**src/rtl/reg_file_sb_pkg.sv**
```systemverilog
// +----------------------------------------------------------------------------+
// | regfile_pkg : shared widths and types for the register file / scoreboard    |
// | Rev 1.0                                                                     |
// +----------------------------------------------------------------------------+
`default_nettype none

package regfile_pkg;

  localparam int REG_DATA_W = 8;
  localparam int REG_ADDR_W = 4;
  localparam int DEPTH      = 2 ** REG_ADDR_W;

  typedef logic [REG_ADDR_W-1:0] reg_addr_t;
  typedef logic [REG_DATA_W-1:0] reg_data_t;
  typedef logic [DEPTH-1:0]      busy_vec_t;
  typedef logic [REG_ADDR_W:0]   cnt_t;

endpackage

`default_nettype wire

```
**src/rtl/reg_file_sb_if.sv**
```systemverilog
// +----------------------------------------------------------------------------+
// | reg_file_sb_if : decode/writeback bus of the register file                  |
// | Rev 1.0                                                                     |
// +----------------------------------------------------------------------------+
`default_nettype none

interface reg_file_sb_if
  import regfile_pkg::*;
#(
  parameter int DATA_W = REG_DATA_W,
  parameter int ADDR_W = REG_ADDR_W,
  parameter int NUM_RD = 2
) ();

  logic [NUM_RD-1:0][ADDR_W-1:0] RdAddr;
  logic [NUM_RD-1:0][DATA_W-1:0] RdData;
  logic [NUM_RD-1:0]             RdBusy;
  logic                          WrEn;
  logic [ADDR_W-1:0]             WrAddr;
  logic [DATA_W-1:0]             WrData;
  logic                          ResvEn;
  logic [ADDR_W-1:0]             ResvAddr;
  logic                          Flush;
  logic [ADDR_W:0]               BusyCnt;
  logic                          ResvErr;

  modport master (
    output RdAddr, WrEn, WrAddr, WrData, ResvEn, ResvAddr, Flush,
    input  RdData, RdBusy, BusyCnt, ResvErr
  );

  modport slave (
    input  RdAddr, WrEn, WrAddr, WrData, ResvEn, ResvAddr, Flush,
    output RdData, RdBusy, BusyCnt, ResvErr
  );

endinterface

`default_nettype wire

```
**src/rtl/reg_file_sb_scoreboard.sv**
```systemverilog
// +----------------------------------------------------------------------------+
// | reg_scoreboard : busy bits, busy count and sticky reservation error         |
// | Rev 1.0                                                                     |
// +----------------------------------------------------------------------------+
`default_nettype none

module reg_scoreboard #(
  parameter int ADDR_W   = 4,
  parameter int ZERO_REG = 1
) (
  input  wire logic                     clk,
  input  wire logic                     rst,
  input  wire logic                     i_wr_en,
  input  wire logic [ADDR_W-1:0]        i_wr_addr,
  input  wire logic                     i_resv_en,
  input  wire logic [ADDR_W-1:0]        i_resv_addr,
  input  wire logic                     i_flush,
  output logic      [(2**ADDR_W)-1:0]   o_busy,
  output logic      [ADDR_W:0]          o_busy_cnt,
  output logic                          o_resv_err
);

  localparam int c_DEPTH = 2 ** ADDR_W;

  logic [c_DEPTH-1:0] r_busy;
  logic [ADDR_W:0]    r_cnt;
  logic               r_err;

  logic               w_wr_ok;
  logic               w_resv_ok;
  logic               w_inc;
  logic               w_dec;
  logic               w_err;
  logic [c_DEPTH-1:0] w_busy_nxt;

  always_comb begin
    w_wr_ok    = i_wr_en && !((ZERO_REG != 0) && (i_wr_addr == '0));
    w_resv_ok  = i_resv_en && !i_flush && !((ZERO_REG != 0) && (i_resv_addr == '0));
    w_busy_nxt = r_busy;
    if (i_flush) begin
      w_busy_nxt = '0;
    end else begin
      if (w_wr_ok)   w_busy_nxt[i_wr_addr]   = 1'b0;
      if (w_resv_ok) w_busy_nxt[i_resv_addr] = 1'b1;
    end
    // A set and clear on the same register cancel: the bit simply stays set.
    w_inc = w_resv_ok && !r_busy[i_resv_addr];
    w_dec = !i_flush && w_wr_ok && r_busy[i_wr_addr]
            && !(w_resv_ok && (i_resv_addr == i_wr_addr));
    w_err = w_resv_ok && r_busy[i_resv_addr]
            && !(i_wr_en && (i_wr_addr == i_resv_addr));
  end

  always_ff @(posedge clk or posedge rst) begin
    if (rst) begin
      r_busy <= '0;
      r_cnt  <= '0;
      r_err  <= 1'b0;
    end else begin
      r_busy <= w_busy_nxt;
      if (i_flush) r_cnt <= '0;
      else         r_cnt <= r_cnt + {{ADDR_W{1'b0}}, w_inc} - {{ADDR_W{1'b0}}, w_dec};
      if (w_err)   r_err <= 1'b1;
    end
  end

  assign o_busy     = r_busy;
  assign o_busy_cnt = r_cnt;
  assign o_resv_err = r_err;

endmodule

`default_nettype wire

```
**src/rtl/reg_file_sb.sv**
```systemverilog
// +----------------------------------------------------------------------------+
// | reg_file_sb : register file with N read ports, bypass and scoreboard        |
// | Rev 1.0                                                                     |
// +----------------------------------------------------------------------------+
`default_nettype none

module reg_file_sb
  import regfile_pkg::*;
#(
  parameter int DATA_W   = 8,
  parameter int ADDR_W   = 4,
  parameter int NUM_RD   = 2,
  parameter int ZERO_REG = 1,
  parameter int BYPASS   = 1
) (
  input wire logic    CLK,
  input wire logic    Reset,
  reg_file_sb_if.slave bus
);

  localparam int c_DEPTH = 2 ** ADDR_W;

  logic [DATA_W-1:0]  r_mem [c_DEPTH];
  logic [c_DEPTH-1:0] w_busy;
  logic               w_wr_ok;

  assign w_wr_ok = bus.WrEn && !((ZERO_REG != 0) && (bus.WrAddr == '0));

  always_ff @(posedge CLK or posedge Reset) begin
    if (Reset) begin
      for (int k = 0; k < c_DEPTH; k++) r_mem[k] <= '0;
    end else if (w_wr_ok) begin
      r_mem[bus.WrAddr] <= bus.WrData;
    end
  end

  reg_scoreboard #(
    .ADDR_W   (ADDR_W),
    .ZERO_REG (ZERO_REG)
  ) u_sb (
    .clk         (CLK),
    .rst         (Reset),
    .i_wr_en     (bus.WrEn),
    .i_wr_addr   (bus.WrAddr),
    .i_resv_en   (bus.ResvEn),
    .i_resv_addr (bus.ResvAddr),
    .i_flush     (bus.Flush),
    .o_busy      (w_busy),
    .o_busy_cnt  (bus.BusyCnt),
    .o_resv_err  (bus.ResvErr)
  );

  generate
    for (genvar g = 0; g < NUM_RD; g++) begin : g_rd
      logic w_zero;
      logic w_byp;

      assign w_zero = (ZERO_REG != 0) && (bus.RdAddr[g] == '0);
      assign w_byp  = (BYPASS != 0) && bus.WrEn && (bus.WrAddr == bus.RdAddr[g]);

      // Zero register wins over bypass, so a write to r0 never leaks onto a read.
      assign bus.RdData[g] = (Reset || w_zero) ? '0 :
                             w_byp             ? bus.WrData :
                                                 r_mem[bus.RdAddr[g]];
      assign bus.RdBusy[g] = !Reset && w_busy[bus.RdAddr[g]] && !w_byp;
    end
  endgenerate

endmodule

`default_nettype wire

```
**src/flat_wrapper.sv**
```systemverilog
// flat-port wrapper written by rule: the top's interface ports become plain ports
module reg_file_sb_flat import regfile_pkg::*;
#(
  parameter int DATA_W   = 8,
  parameter int ADDR_W   = 4,
  parameter int NUM_RD   = 2,
  parameter int ZERO_REG = 1,
  parameter int BYPASS   = 1
)
  (CLK, Reset, bus_RdAddr, bus_WrEn, bus_WrAddr, bus_WrData, bus_ResvEn, bus_ResvAddr, bus_Flush, bus_RdData, bus_RdBusy, bus_BusyCnt, bus_ResvErr);
  reg_file_sb_if #(.DATA_W(DATA_W), .ADDR_W(ADDR_W), .NUM_RD(NUM_RD)) bus_i ();
  input wire logic CLK;
  input wire logic Reset;
  input wire logic [$bits(bus_i.RdAddr)-1:0] bus_RdAddr;
  input wire logic [$bits(bus_i.WrEn)-1:0] bus_WrEn;
  input wire logic [$bits(bus_i.WrAddr)-1:0] bus_WrAddr;
  input wire logic [$bits(bus_i.WrData)-1:0] bus_WrData;
  input wire logic [$bits(bus_i.ResvEn)-1:0] bus_ResvEn;
  input wire logic [$bits(bus_i.ResvAddr)-1:0] bus_ResvAddr;
  input wire logic [$bits(bus_i.Flush)-1:0] bus_Flush;
  output wire logic [$bits(bus_i.RdData)-1:0] bus_RdData;
  output wire logic [$bits(bus_i.RdBusy)-1:0] bus_RdBusy;
  output wire logic [$bits(bus_i.BusyCnt)-1:0] bus_BusyCnt;
  output wire logic [$bits(bus_i.ResvErr)-1:0] bus_ResvErr;
  assign bus_i.RdAddr = bus_RdAddr;
  assign bus_i.WrEn = bus_WrEn;
  assign bus_i.WrAddr = bus_WrAddr;
  assign bus_i.WrData = bus_WrData;
  assign bus_i.ResvEn = bus_ResvEn;
  assign bus_i.ResvAddr = bus_ResvAddr;
  assign bus_i.Flush = bus_Flush;
  assign bus_RdData = bus_i.RdData;
  assign bus_RdBusy = bus_i.RdBusy;
  assign bus_BusyCnt = bus_i.BusyCnt;
  assign bus_ResvErr = bus_i.ResvErr;
  reg_file_sb #(.DATA_W(DATA_W), .ADDR_W(ADDR_W), .NUM_RD(NUM_RD), .ZERO_REG(ZERO_REG), .BYPASS(BYPASS)) u_core (.CLK(CLK), .Reset(Reset), .bus(bus_i));
endmodule
```
**config.mk**
```make
export PLATFORM = sky130hd
export DESIGN_NAME = reg_file_sb_flat
export DESIGN_NICKNAME = d
export VERILOG_FILES = /design/src/rtl/reg_file_sb_pkg.sv /design/src/rtl/reg_file_sb_if.sv /design/src/rtl/reg_file_sb_scoreboard.sv /design/src/rtl/reg_file_sb.sv /design/src/flat_wrapper.sv
export SDC_FILE = /design/constraint.sdc
export NUM_CORES = 1
export LEC_CHECK = 0
export ABC_AREA = 0
export CAP_MARGIN = 30
export CORE_MARGIN = 2
export CORE_UTILIZATION = 60
export CTS_CLUSTER_DIAMETER = 60
export DETAILED_ROUTE_END_ITERATION = 6
export GPL_ROUTABILITY_DRIVEN = 0
export GPL_TIMING_DRIVEN = 0
export PLACE_DENSITY = 0.8
export SLEW_MARGIN = 10
export SYNTH_ARGS = -nofsm -noshare
export SYNTH_HDL_FRONTEND = slang
export SYNTH_SLANG_ARGS = --single-unit
export TNS_END_PERCENT = 50
```
**constraint.sdc**
```tcl
create_clock -name CLK -period 7.9 [get_ports CLK]
set_input_delay 1.185 -clock CLK [delete_from_list [all_inputs] [get_ports CLK]]
set_output_delay 1.185 -clock CLK [all_outputs]
set_load 0.02 [all_outputs]
```
==> reports/results.txt <==
clock tree from TritonCTS: yes
final core occ: 0.705
Mapped Area: 8640 µm²
max-slew violations: 0
crit path DAT: 4.33 ns
starting density of the core: 0.618
Synth area leader: dfrtp_1
max cap viols: 0
WL final: 24.0 mm
Die Y: 124 µm
Hold Startpoint: u_core.r_mem[126]
drt via density: 7.05
FILL cells: 962
Fmax: 0.181 GHz
Yosys top cell area share: 0.434
synth warn: 0
I/O pins: 53
cell count after synthesis: 626
most common cell in the netlist: dfrtp_1
clock net sink count: 150
Avg WL per Cell: 27.4 µm
Setup CP Type: primary input to output pin
asr flop ratio synth: 1.00
worst-path fanout max: 117
Final #Nets: 719
setup TNS: 0 ns
CP Launch Type: primary input
Hold Buf Count CTS: 0
layout cells sized above 1: 0.386
Seq/Total Area, Yosys: 0.434
Worst-path clk slew: 0.06 ns
Final period util: 0.698
Crit. End Element: output pin
FF+latch area: 3750 µm²
#FFs+latches synth: 150
Area Growth Syn to Fin: 14.1%
# DRC: 0
synth cell count leaders: 150 x dfrtp_1, 118 x mux2_2, 81 x mux4_2, 36 x a22oi_1, 33 x clkbuf_1
RSZ-0062 raised after global routing: false
diodes inserted: 0
final cell count without fillers: 877
die area: 15400 µm²
R2R Path Start: u_core.u_sb.o_busy[3]
pwr dens: 245 nW/µm²
dpl ws: 2.42 ns
worst-margin pin slew: 0.940 ns
# port buffers: 38
LEAKAGE: 0.00398 µW
total core area: 14000 µm²
Worst Path Required: 6.71 ns
DR iter-0 viols: 834
setup ws final: 2.39 ns
min Tclk post-route: 5.51 ns
ys flop type: dfrtp_1
worst reg2reg setup slack: 4.73 ns
Cell variety after synth: 42
Worst-Skew Late Latency: 0.43 ns
Post-CTS Resized: 0
total grt overflow: 0
H-Tree Depth: 4
drt pass-1 iters: 5
Synth area leaders: dfrtp_1 43%, mux4_2 21%, mux2_2 15%
chip width: 124 µm
launch point of the worst path: Reset
Setup violations, final: 0
root buffer cell: clkbuf_16
vias in the first global route: 6440
std cell rows: 43
largest net degree at the start of global routing: 118
syn_nets: 661
WHS: 0.477 ns
Via Count: 6183
total track usage: 0.335
Min-Delay Path Class: flip-flop to flip-flop
first-pass GRT wire length: 37.1 mm
Post-synth EDFFs: 0
post-detail-place hpwl: 16.3 mm
Worst slew margin: 0.373
initial antenna violation count: 0
Final Hold Fails: 0
DP Cell Count: 845
DRT antenna net count: 0
syn avg cell area: 13.8 µm²
number of buffers created by CTS: 17
status: completed
Multi-input gate area: 4540 µm²
setup repair bufs after CTS: 0
Bufs on Longest Clock Path: 2
skew final: 0.00463 ns
worst IR drop on VDD: 0.000179 V
layout make-up:
| class | count | area share |
|---|---|---|
| multi-input combinational | 401 | 0.461 |
| buffer | 60 | 0.0293 |
| timing repair buffer | 39 | 0.0414 |
| clock inverter | 14 | 0.0142 |
| inverter | 15 | 0.00647 |
| clock buffer | 18 | 0.0445 |
| tap | 180 | 0.0228 |
| sequential | 150 | 0.381 |
flip-flops by register name, indices dropped and copies added, names as in the netlist:
| signal | cells |
|---|---|
| u_core.u_sb.o_resv_err | 1 |
| u_core.r_mem | 128 |
| u_core.u_sb.o_busy | 16 |
| u_core.u_sb.o_busy_cnt | 5 |
worst max-delay path, stage by stage:
cell and delay (ns):
clkdlybuf4s50_1 0.49, inv_8 0.26, buf_16 0.44, o41ai_1 0.23, nor3_2 0.67, a22o_1 0.30, clkdlybuf4s50_1 0.62
worst paths after layout:
| check | to | cells past startpoint |
|---|---|---|
| max | bus_RdData[13] | 7 |
| min | u_core.r_mem[126] | 1 |
| max reg2reg | u_core.u_sb.o_busy_cnt[4] | 12 |
| min reg2reg | u_core.r_mem[126] | 1 |
| max in group asynchronous | u_core.r_mem[112] | 3 |
| min in group asynchronous | u_core.r_mem[13] | 2 |
layout by cell type (no fill, tap or decap), types with 4 or more instances in the layout:
cell type and instances:
a211oi_1 4, a21oi_1 5, a22o_1 16, a22oi_1 36, buf_1 4, buf_2 15
buf_4 4, buf_6 4, clkbuf_1 33, clkbuf_16 17, clkdlybuf4s50_1 38, clkinvlp_4 5
dfrtp_1 150, ha_1 5, inv_1 14, inv_6 5, mux2_2 118, mux4_2 81
nand2_1 26, nand2b_1 5, nand3_1 7, nor2_1 12, nor2_2 9, nor2b_1 15
o21ai_0 7, o32ai_1 6, xnor2_1 12
per-layer routing:
metal	wire (µm)	track usage
met1	9380	0.434
met2	11700	0.535
met3	2020	0.100
met4	874	0.138
met5	0	0
metrics by stage:
step | instance area, µm² | power, µW
2_1_floorplan | 8640 | 1430
3_3_place_gp | 9250 | 1560
3_5_place_dp | 9280 | 1620
4_1_cts | 9860 | 2410
5_1_grt | 9860 | 2500
6_report | 9860 | 2410
power by group:
group,total (µW),switching (µW),internal (µW)
clock network,800,350,449
logic,575,246,330
registers,1040,119,920
total,2410,715,1700
cell families after synthesis:
logic type	after synthesis	share of synthesized area
DFF	150	0.434
and+or+nand+nor	93	0.0568
xor gates and xnor gates	14	0.0142
buffers and inverters	75	0.0400
muxes	203	0.370
adders and majority gates	6	0.00956
AOI/OAI and AO/OA	85	0.0753
No activity file was read; power rests on OpenSTA's default activity.
